--- config.mk ---
export PLATFORM = sky130hd
export DESIGN_NAME = draw_cfg_sched
export DESIGN_NICKNAME = d
export VERILOG_FILES = /design/src/rtl/draw_cfg_sched.sv
export SDC_FILE = /design/constraint.sdc
export NUM_CORES = 1
export LEC_CHECK = 0
export BUFFER_PORTS_ARGS = -buffer_cell sky130_fd_sc_hd__clkbuf_2
export CORE_MARGIN = 1.5
export CORE_UTILIZATION = 57
export CTS_BUF_LIST = sky130_fd_sc_hd__clkbuf_4
export DETAILED_ROUTE_END_ITERATION = 7
export PLACE_DENSITY_LB_ADDON = 0.08
export SYNTH_ARGS = -nofsm -noshare
export SYNTH_HDL_FRONTEND = slang
export SYNTH_SLANG_ARGS = --single-unit
--- constraint.sdc ---
create_clock -name clk -period 2 [get_ports clk]
set_input_delay 0.2 -clock clk [delete_from_list [all_inputs] [get_ports clk]]
set_output_delay 0.2 -clock clk [all_outputs]
set_load 0.02 [all_outputs]
--- src/rtl/draw_cfg_sched.sv ---
// rtl/draw_cfg_sched.sv - frame-synchronous shadow/active colour config scheduler
// Writes land in a shadow set; a commit copies it to the active set at the next vblank start.
module draw_cfg_sched #(
  parameter int BLINK_FRAMES = 30,
  parameter int FRAME_CNT_W  = 16
) (
  input  logic                   clk,
  input  logic                   rst_n,
  input  logic                   vblnk,
  input  logic                   cfg_valid,
  output logic                   cfg_ready,
  input  logic [2:0]             cfg_addr,
  input  logic [11:0]            cfg_data,
  input  logic                   cfg_commit,
  output logic [11:0]            fill_rgb,
  output logic [11:0]            alt_rgb,
  output logic [11:0]            top_rgb,
  output logic [11:0]            bot_rgb,
  output logic [11:0]            left_rgb,
  output logic [11:0]            right_rgb,
  output logic                   edge_en,
  output logic                   blink_phase,
  output logic                   commit_done,
  output logic [FRAME_CNT_W-1:0] frame_cnt
);

  localparam int BCW = (BLINK_FRAMES > 1) ? $clog2(BLINK_FRAMES) : 1;
  localparam logic [BCW-1:0] BLINK_LAST = BCW'(BLINK_FRAMES - 1);
  // Entry 0 is fill; order follows the register address map.
  localparam logic [5:0][11:0] RST_COL = {12'h00f, 12'h0f0, 12'hf00, 12'hff0, 12'h887, 12'h888};
  localparam logic [1:0] RST_CTRL = 2'b01;

  typedef enum logic {S_IDLE, S_PENDING} state_t;

  state_t                 state_q, state_d;
  logic [5:0][11:0]       shadow_q, shadow_d;
  logic [5:0][11:0]       active_q, active_d;
  logic [1:0]             shctrl_q, shctrl_d;
  logic [1:0]             actctrl_q, actctrl_d;
  logic                   done_q, done_d;
  logic                   vblnk_q;
  logic [BCW-1:0]         blink_cnt_q, blink_cnt_d;
  logic                   phase_q, phase_d;
  logic [FRAME_CNT_W-1:0] frame_q, frame_d;
  logic                   vb_start;

  assign vb_start = vblnk & ~vblnk_q;

  always_comb begin
    state_d     = state_q;
    shadow_d    = shadow_q;
    shctrl_d    = shctrl_q;
    active_d    = active_q;
    actctrl_d   = actctrl_q;
    done_d      = 1'b0;
    blink_cnt_d = blink_cnt_q;
    phase_d     = phase_q;
    frame_d     = frame_q + FRAME_CNT_W'(vb_start);
    case (state_q)
      S_IDLE: begin
        if (cfg_valid) begin
          if (cfg_addr < 3'd6) shadow_d[cfg_addr] = cfg_data;
          else if (cfg_addr == 3'd6) shctrl_d = cfg_data[1:0];
        end
        // A coinciding vb_start is deliberately not used: the copy waits a frame.
        if (cfg_commit) state_d = S_PENDING;
      end
      S_PENDING: begin
        if (vb_start) begin
          active_d  = shadow_q;
          actctrl_d = shctrl_q;
          done_d    = 1'b1;
          state_d   = S_IDLE;
        end
      end
      default: state_d = S_IDLE;
    endcase
    // Blink always follows the ctrl value active before this edge.
    if (!actctrl_q[1]) begin
      blink_cnt_d = '0;
      phase_d     = 1'b0;
    end else if (vb_start) begin
      if (blink_cnt_q == BLINK_LAST) begin
        blink_cnt_d = '0;
        phase_d     = ~phase_q;
      end else begin
        blink_cnt_d = blink_cnt_q + BCW'(1);
      end
    end
  end

  always_ff @(posedge clk) begin
    if (!rst_n) begin
      state_q     <= S_IDLE;
      shadow_q    <= RST_COL;
      active_q    <= RST_COL;
      shctrl_q    <= RST_CTRL;
      actctrl_q   <= RST_CTRL;
      done_q      <= 1'b0;
      vblnk_q     <= 1'b1;
      blink_cnt_q <= '0;
      phase_q     <= 1'b0;
      frame_q     <= '0;
    end else begin
      state_q     <= state_d;
      shadow_q    <= shadow_d;
      active_q    <= active_d;
      shctrl_q    <= shctrl_d;
      actctrl_q   <= actctrl_d;
      done_q      <= done_d;
      vblnk_q     <= vblnk;
      blink_cnt_q <= blink_cnt_d;
      phase_q     <= phase_d;
      frame_q     <= frame_d;
    end
  end

  assign cfg_ready   = (state_q == S_IDLE);
  assign fill_rgb    = active_q[0];
  assign alt_rgb     = active_q[1];
  assign top_rgb     = active_q[2];
  assign bot_rgb     = active_q[3];
  assign left_rgb    = active_q[4];
  assign right_rgb   = active_q[5];
  assign edge_en     = actctrl_q[0];
  // Gating makes a blink disable take effect on the first cycle of the new config.
  assign blink_phase = phase_q & actctrl_q[1];
  assign commit_done = done_q;
  assign frame_cnt   = frame_q;

endmodule

---- Yosys cells after proc, flatten, opt, wreduce, memory -nomap -nowiden ----
Cells that the tools add are included.
Widths: inputs -> output; s select.
operators by class
  order comparisons ....................... 3
  multiplexer cells ....................... 8
  bitwise operators ....................... 6
  add/sub/neg operators ................... 2
  equal/unequal tests ..................... 2
  reductions and logical operators ........ 7
operators by type and width
  operator             count
  $bwmux 72            1
  $demux 12 s3         1
  $add 16x1->16        1
  $mux 12              1
  $reduce_and 2->1     4
  $add 5x1->5 const B  1
  $eq 5x5->1 const B   1
  $mux 5               1
  $lt 3x4->1 const B   1
  $not 1->1            4
  $reduce_and 4->1     1
  $eq 3x3->1 const B   1
  $ge 3x1->1 const B   1
  $lt 3x3->1 const B   1
  $mux 1               3
  $reduce_and 3->1     1
  $and 1x1->1          2
  $pmux 1 s2           1
  $logic_and 1x1->1    1
storage, ports and cells
  output and inout bits ................... 92
  bits of input ports ..................... 20
  bits in registers ....................... 173
  word-level logic and storage cells ...... 48

---- Logic depth before layout (Yosys ltp) ----
Gate-level depths: netlist of the first run.
  depth after elaboration ................. 5
  depth in mapped cells ................... 8
  gate-level depth less buffers ........... 7

---- Least setup slack after synthesis of the first run ----
No wires, ideal clock.
  path kind ............................... reg-to-reg
  from .................................... register vblnk_q
  to ...................................... register frame_q[14] (netlist: frame_cnt[14])
  clock period less this slack ............ 1.802 ns
  required time ........................... 1.872 ns
  library setup time ...................... 0.128 ns
  cell stages (with the launch flop) ...... 9
  path slack .............................. 0.198 ns
  path buffers ............................ 1
  arrival ................................. 1.674 ns
  cell sequence ........................... dfxtp_1 -> and2b_2 -> buf_4 -> and2_1 -> ha_1 -> nand4_1 -> nor4_1 -> xnor2_1 -> nor2_1
between the ends
  longest elaborated chain between the ends .. 3
RTL lines
  item                      line  RTL
  start: declaration        41    logic vblnk_q;
  start signal: assignment  111   vblnk_q <= vblnk;
  $not 1->1                 47    assign vb_start = vblnk & ~vblnk_q;
  $and 1x1->1               47
  named net vb_start        45    logic vb_start;
  $add 16x1->16             58    frame_d = frame_q + FRAME_CNT_W'(vb_start);
  end signal: assignment    114   frame_q <= frame_d;
  end: declaration          44    logic [FRAME_CNT_W-1:0] frame_q, frame_d;
The timed path passes the listed nets, and every way through them passes these cells.
A chain may end at the register's enable or synchronous reset.

---- Final worst setup path of the first run ----
  from .................................... register vblnk_q
  to ...................................... register frame_q[14] (netlist: frame_cnt[14])
between the ends
  longest elaborated chain between the ends .. 3
RTL lines
  item           line
  $not 1->1      47
  $and 1x1->1    47
  $add 16x1->16  58
Every way passes these cells.

==> metrics.csv, run 1 <==
metric,value,unit
Pins Over Slew Limit,0,
met3 wire len,1000,um
"Net Count, Synth",613,
detailed placement HPWL,9210,um
Clock transition at path regs,0.13,ns
worst-path cell chain,and2b_2 -> and2_1 -> ha_1 -> nand4_1 -> nor4_1 -> xnor2_1 -> nor2_1,
DRC,0,
Mean Syn Cell Area,10.1,um^2
Post-Syn Instances,589,
total CTS buffers,17,
Final Hold Viols,0,
"Distinct cells, synth",38,
Seq cells post-synth,173,
min Tclk post-route,1.73,ns
nets,733,
Metal-1 WL,6230,um
RSZ-0062 raised after global routing,no,
DP Cell Count,814,
die area,11100,um^2
Main synth FF type,dfxtp_1,
DR vias,4687,
leakage,2.85,nW
Root Buffer Master,clkbuf_4,
CTS tree,done,
VDD IR max,0.425,mV
crit path kind,reg2reg,
fmax,580,MHz
row cnt,37,
First-pass DRT Iterations,5,
worst hold path cell count,3,
Fin Clk Skew,0.0143,ns
ys async rst share,0,%
Layout area overhead,17.4,%
Die Wd,105,um
max-cap viol count,0,
wire per inst,16.0,um
reg2reg path depth,7,
"Remaining Overflow, GRT",0,
hold_sp,cfg_data[7],
Tightest Pin Transition,0.509,ns
"reg-to-reg slack, setup",0.27,ns
Final Non-Filler Cells,858,
Yosys top cell by area,dfxtp_1,
I/O Pins,112,
crit path max fanout,4,
met2 wire length,6420,um
type of the most critical hold path,in2reg,
final core occ,68.5,%
YS warnings,0,
Placer Congestion,0.768,
Pwr Density,794,nW/um^2
final critical-path share of the clock period,86.3,%
H-Tree Depth,4,
slew margin rel.,66.1,%
outcome,completed,
Initial Utilization,58.4,%
CTS sink cnt,173,
worst-case clock buffer depth,2,
Setup crit end kind,flop,
Core Area,10200,um^2
worst flop-to-flop path startpoint,vblnk_q$_SDFF_PN1_,
Die H,105,um
Synth area leaders,"dfxtp_1 (58%), nand2_1 (7.2%), a22o_1 (6.6%)",
first-pass GRT wire length,21700,um
CP max stage delay,0.37,ns
vias in the first global route,4313,
"EDFF count, synth",0,
Skew-Pair Late Insertion Delay,0.55,ns
Final setup viols,0,
sequential element share of the synthesized area,58.0,%
top routing layer in use,met4,
largest net degree at the start of global routing,46,
Sum Neg Setup Slack,0,ns
top-area cell type share of the netlist area,58.0,%
CP arrival,2.16,ns
initial antenna violation count,0,
final WL,13800,um
layout cells sized above 1,22.3,%
reg-to-reg endpoint,frame_cnt[14]$_SDFF_PN0_,
IO Port Bufs,111,
Critical-path top delay cell,nor4_1,
Post-Syn Area,5970,um^2
Via density,5.46,
Worst Path Required,2.44,ns
Worst setup SP type,flop,
Min-Delay Endpoint,shadow_q[19]$_SDFFE_PN1P_,
antenna fix cells,0,
Total GRT Usage,25.6,%
Final ANT Viol Nets,0,
1st-iter DRT viols,229,
## worst max path at each step
| stage | from | cells past startpoint | slack (ns) | endpoint |
|---|---|---|---|---|
| after floorplan | vblnk_q$_SDFF_PN1_ | 8 | 0.20 | frame_cnt[14]$_SDFF_PN0_ |
| after global placement | vblnk_q$_SDFF_PN1_ | 7 | 0.34 | frame_cnt[14]$_SDFF_PN0_ |
| after detailed placement | vblnk_q$_SDFF_PN1_ | 7 | 0.28 | frame_cnt[14]$_SDFF_PN0_ |
| after CTS | vblnk_q$_SDFF_PN1_ | 7 | 0.27 | frame_cnt[14]$_SDFF_PN0_ |
| after global routing | vblnk_q$_SDFF_PN1_ | 7 | 0.11 | frame_cnt[14]$_SDFF_PN0_ |
| final | vblnk_q$_SDFF_PN1_ | 7 | 0.27 | frame_cnt[14]$_SDFF_PN0_ |
## critical path, delay by kind of cell, from the launching register on
kind	cells	cell delay, ns
AND/OR/NAND/NOR	5	0.93
XOR/XNOR	1	0.16
flip-flops	1	0.32
adder cells (fa/ha/maj)	1	0.21
## report_power, final
| part | internal, mW | switching (mW) |
|---|---|---|
| clock network | 0.609 | 1.17 |
| logic | 0.0953 | 0.184 |
| registers | 3.48 | 0.0252 |
| total | 4.19 | 1.38 |
## timing repair
item / CTS / global route
setup buffers: 0 / 0
resized for setup: 0 / 0
hold buffers: 12 / 0
hold endpoints to repair: 32 / 0
## Yosys cell counts (4+ instances only)
library cell and n:
nand3_1 31, or3_1 4, buf_4 4, mux2i_1 27
buf_2 14, a21oi_1 32, and2_1 6, a22o_1 45
o22a_1 29, ha_1 4, o21ai_0 4, xnor2_1 5
nor2_1 34, nand2_1 115, clkbuf_1 15, nand4_1 5
dfxtp_1 173, xor2_1 8
## layout by cell type (no fill, tap or decap), types with 4 or more instances in the layout
cell and n:
a21oi_1 32, a22o_1 45, and2_1 6, buf_4 14, clkbuf_2 111, clkbuf_4 17
clkinv_1 5, dfxtp_1 173, dlygate4sd3_1 12, ha_1 4, mux2i_1 27, nand2_1 115
nand3_1 31, nand4_1 5, nor2_1 34, o21ai_0 4, o22a_1 29, or3_1 4
xnor2_1 5, xor2_1 8
## logic make-up (layout without fill, tap and decap cells)
family / after synthesis / in the layout / synth area share [%]
flops: 173 / 173 / 58.0
xor+xnor: 13 / 13 / 1.91
simple gates: 217 / 217 / 16.9
fa+ha+maj: 4 / 4 / 0.838
compound gates: 114 / 114 / 14.4
mux: 27 / 27 / 4.53
buf+inv: 41 / 174 / 3.37
## area by class of cell
cell class / count / area (um^2)
Timing Repair Buffer: 138 / 801
Fill cell: 857 / 3220
Tap cell: 136 / 170
Clock buffer: 17 / 128
Sequential cell: 173 / 3460
Multi-Input combinational cell: 375 / 2310
Inverter: 4 / 15.0
Clock inverter: 15 / 121
## through the flow
stage          hold slack (ns)  setup slack, ns  cell area, um^2  total power, mW
4_1_cts                0.00101            0.266             7010             5.62
6_report                0.0478            0.274             7010             5.57
3_3_place_gp             0.413            0.336             6640             3.84
5_1_grt                 0.0152            0.108             7010             5.80
2_1_floorplan            0.301            0.198             5970             3.73
3_5_place_dp             0.416            0.281             6640             3.84
## registers in the layout, indices dropped and copies added, names as in the netlist
name	flops
shadow_q	72
frame_cnt	16
alt_rgb	12
bot_rgb	12
fill_rgb	12
left_rgb	12
right_rgb	12
top_rgb	12
blink_cnt_q	5
actctrl_q	2
shctrl_q	2
commit_done	1
phase_q	1
state_q	1
vblnk_q	1
## metal layers
layer / vias to the layer above / GRT usage, %
met5: - / 0
met4: 0 / 7.73
met3: 10 / 7.54
met2: 132 / 40.5
met1: 2253 / 34.0
li1: 2292 / -
(Power assumes the default switching activity.)
==> run 2, diff against run 1 <==
- CORE_UTILIZATION: 57 -> 51
- clock period: 2 -> 1.5 ns (I/O delays scaled with it)
==> run 2 against run 1 <==
The run now ends with negative setup slack left. Largest cell class unchanged. Worst hold slack better by 0.13 ns. Global-route usage decreased by 1.8 points. Highest routed layer unchanged. Critical path type unchanged. Wire length rose by 7.2%.
==> metrics.csv, run 2 (synthesized netlist as in run 1, its figures left out) <==
metric,value,unit
outcome,"finished, violations left",
failing checks,negative setup slack,
antenna fix cells,0,
Final ANT Viol Nets,0,
Setup crit end kind,flop,
Largest register FFs,72,
DR vias,4844,
final critical-path share of the clock period,102,%
crit path max fanout,4,
1st-iter DRT viols,255,
"reg-to-reg slack, setup",-0.03,ns
IO Port Bufs,111,
min Tclk post-route,1.53,ns
Layout area overhead,23.5,%
worst flop-to-flop path startpoint,vblnk_q$_SDFF_PN1_,
CP max stage delay,0.34,ns
reg2reg path depth,7,
Worst setup SP type,flop,
CTS sink cnt,173,
final WL,14700,um
nets,753,
leakage,2.99,nW
"Remaining Overflow, GRT",0,
DRC,0,
"commonest non-fill, non-tap cell in the layout",dfxtp_1,
CP arrival,2.00,ns
type of the most critical hold path,in2reg,
initial antenna violation count,0,
First-pass DRT Iterations,4,
wire per inst,16.7,um
final worst slack,-0.0344,ns
Critical-path top delay cell,dfxtp_2,
Skew-Pair Late Insertion Delay,0.56,ns
largest net degree at the start of global routing,58,
final core occ,64.6,%
Core Area,11400,um^2
CTS tree,done,
Root Buffer Master,clkbuf_4,
Final setup viols,3,
RSZ-0062 raised after global routing,yes,
reg-to-reg endpoint,frame_cnt[14]$_SDFF_PN0_,
worst hold path cell count,4,
Via density,5.47,
worst-case clock buffer depth,2,
die area,12400,um^2
crit path kind,reg2reg,
detailed placement HPWL,9710,um
fmax,652,MHz
vias in the first global route,4529,
slew margin rel.,76.2,%
total CTS buffers,17,
I/O Pins,112,
Largest Register,shadow_q,
Placer Congestion,0.786,
Die Wd,111,um
most frequent cells in the layout,"dfxtp_1 (168), nand2_1 (115), clkbuf_2 (110)",
Pwr Density,1050,nW/um^2
Initial Utilization,52.3,%
Die H,111,um
hold_sp,cfg_addr[1],
Final Hold Viols,0,
H-Tree Depth,4,
row cnt,39,
Clock transition at path regs,0.15,ns
Total GRT Usage,23.8,%
max-cap viol count,0,
Fin Clk Skew,0.0211,ns
Pins Over Slew Limit,0,
Fill cells,981,
VDD IR max,0.785,mV
Final Non-Filler Cells,885,
Worst path top cell family by delay,simple AND/OR/NAND/NOR gates,
Min-Delay Endpoint,shctrl_q[0]$_SDFFE_PN1P_,
DP Cell Count,836,
Tightest Pin Transition,0.355,ns
CP bufs+invs,0,
worst-path cell chain,and2b_2 -> and2_4 -> ha_4 -> nand4_1 -> nor4_2 -> xnor2_1 -> nor2_1,
Worst Path Required,1.96,ns
first-pass GRT wire length,23000,um
layout cells sized above 1,26.5,%
==> run 2: cell types whose count changed in the layout (fill, tap and decap cells not counted), sizes merged <==
| cell | previous run | this run |
|---|---|---|
| clkinv | 9 | 6 |
| clkinvlp | 3 | 4 |
| dlygate4sd3 | 12 | 16 |
| buf | 15 | 32 |
| bufinv | 1 | 2 |
==> run 2: power breakdown <==
part	switching (mW)	internal, mW
clock	1.60	1.01
combinational	0.264	0.162
sequential	0.0302	4.64
==> run 2: worst max-delay path by stage <==
stage | from | endpoint | depth (start not counted) | slack, ns
global placement | vblnk_q$_SDFF_PN1_ | frame_cnt[14]$_SDFF_PN0_ | 7 | 0.05
floorplan | vblnk_q$_SDFF_PN1_ | frame_cnt[8]$_SDFF_PN0_ | 7 | -0.10
finish | vblnk_q$_SDFF_PN1_ | frame_cnt[14]$_SDFF_PN0_ | 7 | -0.03
detailed placement | vblnk_q$_SDFF_PN1_ | frame_cnt[14]$_SDFF_PN0_ | 7 | -0.01
global route | vblnk_q$_SDFF_PN1_ | frame_cnt[14]$_SDFF_PN0_ | 7 | -0.13
CTS | vblnk_q$_SDFF_PN1_ | frame_cnt[13]$_SDFF_PN0_ | 6 | -0.02
==> run 2: area by class of cell <==
cell class	count	area [um^2]	area share [%]
tap	143	179	2.43
inverter	4	15.0	0.204
multi-input combinational	375	2380	32.3
sequential	173	3470	47.1
clock inverter	14	145	1.97
timing repair buffer	158	1050	14.2
clock buffer	18	135	1.83
==> run 2: worst register-to-register path: stages (launching register included) <==
cell,delay (ns)
dfxtp_2,0.34
and2b_2,0.22
and2_4,0.15
ha_4,0.12
nand4_1,0.18
nor4_2,0.23
xnor2_1,0.15
nor2_1,0.06
==> run 2: what timing repair did <==
action	in CTS	in global routing
setup buffers	0	1
endpoints found under the hold margin	75	0
pin swaps	1	7
hold buffers	16	0
endpoints found under the setup margin	7	62
cloned	0	0
resized for setup	4	16
==> run 2: metrics by stage <==
step	hold WS [ns]	total power, mW	area, um^2	TNS, ns	worst slack [ns]
detailed placement	0.376	5.15	6870	-0.0249	-0.0129
finish	0.179	7.71	7380	-0.0878	-0.0344
global placement	0.373	5.14	6870	0	0.0479
floorplan	0.251	4.98	6000	-0.376	-0.104
global route	0.152	8.00	7380	-0.533	-0.133
CTS	0.122	7.76	7310	-0.0452	-0.0189
==> run 2: metal layers <==
layer  GRT usage [%]  routed length (um)
met5               0                   0
met2            37.6                6920
met3            6.29                 907
met4            8.69                 195
met1            31.4                6730
==> run 3, diff against run 2 <==
- CORE_UTILIZATION: 51 -> 57
- CTS_CLUSTER_SIZE: unset -> 40
- clock period: 1.5 -> 1.6 ns (I/O delays scaled with it)
==> run 3 against run 2 <==
Largest cell class unchanged. Maximum frequency shrank 2.1%. Via count shrank 0.83%. Clock power grew 2%. Register-to-register slack gained 0.07 ns. Non-clock buffer count shrank 9. Largest power group unchanged. Wire length shrank 4.9%. The flow now finishes without violations.
==> metrics.csv, run 3 (synthesized netlist as in run 1, its figures left out) <==
metric,value,unit
outcome,completed,
"reg-to-reg slack, setup",0.03,ns
reg-to-reg endpoint,frame_cnt[13]$_SDFF_PN0_,
Hold Slack,0.120,ns
leakage,2.96,nW
fmax,638,MHz
type of the most critical hold path,in2reg,
Initial Utilization,58.4,%
RSZ-0062 raised after global routing,yes,
Sum Neg Setup Slack,0,ns
Fill cells,787,
Sequential Area,3470,um^2
Core Area,10200,um^2
die area,11100,um^2
slew margin rel.,70.9,%
Place WS,0.0610,ns
Die H,105,um
Worst setup SP type,flop,
Via density,5.53,
1st-iter DRT viols,216,
CP max stage delay,0.34,ns
worst hold path cell count,3,
VDD IR max,0.541,mV
Setup crit end kind,flop,
I/O Pins,112,
Pwr Density,1020,nW/um^2
Final Non-Filler Cells,868,
Pwr Total,7.42,mW
wire per inst,16.2,um
total CTS buffers,17,
Total GRT Usage,26.4,%
DRC,0,
DP Cell Count,821,
reg2reg path depth,6,
IO Port Bufs,111,
min Tclk post-route,1.57,ns
layout cells sized above 1,24.2,%
"Remaining Overflow, GRT",0,
"commonest non-fill, non-tap cell in the layout",dfxtp_1,
worst flop-to-flop path startpoint,vblnk_q$_SDFF_PN1_,
CTS sink cnt,173,
Clock transition at path regs,0.13,ns
max-cap viol count,0,
worst-path cell chain,and2b_2 -> buf_4 -> ha_1 -> nand3_1 -> o31a_1 -> o21a_1,
Tightest Pin Transition,0.436,ns
Final setup viols,0,
detailed placement HPWL,9410,um
Layout area overhead,21.6,%
DR vias,4804,
First-pass DRT Iterations,5,
Fin Clk Skew,0.0170,ns
Worst Path Required,2.06,ns
crit path max fanout,12,
most frequent cells in the layout,"dfxtp_1 (171), nand2_1 (114), clkbuf_2 (111)",
final worst slack,0.0332,ns
Skew-Pair Late Insertion Delay,0.54,ns
Final ANT Viol Nets,0,
Final Hold Viols,0,
initial antenna violation count,0,
largest net degree at the start of global routing,58,
Largest register FFs,72,
H-Tree Depth,4,
final WL,14000,um
Multi-input gate area,2340,um^2
final critical-path share of the clock period,97.9,%
Die Wd,105,um
vias in the first global route,4490,
Placer Congestion,0.854,
hold_sp,rst_n,
row cnt,37,
CTS tree,done,
antenna fix cells,0,
first-pass GRT wire length,22600,um
CP arrival,2.02,ns
Min-Delay Endpoint,shadow_q[47]$_SDFFE_PN1P_,
nets,744,
worst-case clock buffer depth,2,
crit path kind,reg2reg,
Critical-path top delay cell,dfxtp_2,
Root Buffer Master,clkbuf_4,
Pins Over Slew Limit,0,
Largest Register,shadow_q,
-- run 3: what timing repair did --
item,4_1_cts,5_1_grt
hold buffers,14,0
gates resized for setup,0,4
endpoints found under the setup margin,0,12
buffers inserted,0,2
endpoints found under the hold margin,61,0
-- run 3: per-stage QoR --
stage / utilization (%) / cell area [um^2]
2_1_floorplan: - / 6000
3_3_place_gp: 66.3 / 6780
3_5_place_dp: 66.3 / 6780
4_1_cts: 70.7 / 7240
5_1_grt: 71.0 / 7260
6_report: 71.0 / 7260
-- run 3: how the worst max path moves through the flow --
stage | endpoint | start | cells past startpoint
floorplan | frame_cnt[8]$_SDFF_PN0_ | vblnk_q$_SDFF_PN1_ | 7
global placement | frame_cnt[13]$_SDFF_PN0_ | vblnk_q$_SDFF_PN1_ | 6
finish | frame_cnt[13]$_SDFF_PN0_ | vblnk_q$_SDFF_PN1_ | 6
detailed placement | frame_cnt[13]$_SDFF_PN0_ | vblnk_q$_SDFF_PN1_ | 6
CTS | frame_cnt[13]$_SDFF_PN0_ | vblnk_q$_SDFF_PN1_ | 6
global route | frame_cnt[12]$_SDFF_PN0_ | vblnk_q$_SDFF_PN1_ | 7
-- run 3: cell type report --
class                   count  share of cell area (%)
clock buffers              19                    1.96
well taps                 136                    2.34
repair buffers            149                    13.1
inverters                   4                   0.241
flip-flops and latches    173                    47.7
multi-input cells         375                    32.3
clock inverters            12                    2.34
-- run 3: worst max-delay path: cells and delay by family (launching register included) --
kind	cells	cell delay, ns
simple gates	2	0.31
buf+inv	1	0.19
flops	1	0.34
fa+ha+maj	1	0.21
compound gates	2	0.43
-- run 3: per-layer routing --
metal | share of wire, % | global-route usage [%] | up-vias
met1 | 44 | 34.4 | 2286
met5 | 0 | 0 | -
met2 | 47 | 42.1 | 165
li1 | - | - | 2320
met3 | 6.1 | 6.18 | 33
met4 | 2.4 | 10.9 | 0
-- run 3: report_power, final --
| part | switching, mW | internal (mW) |
|---|---|---|
| sequential | 0.0277 | 4.35 |
| combinational | 0.238 | 0.137 |
| clock | 1.41 | 1.26 |
| total | 1.67 | 5.75 |
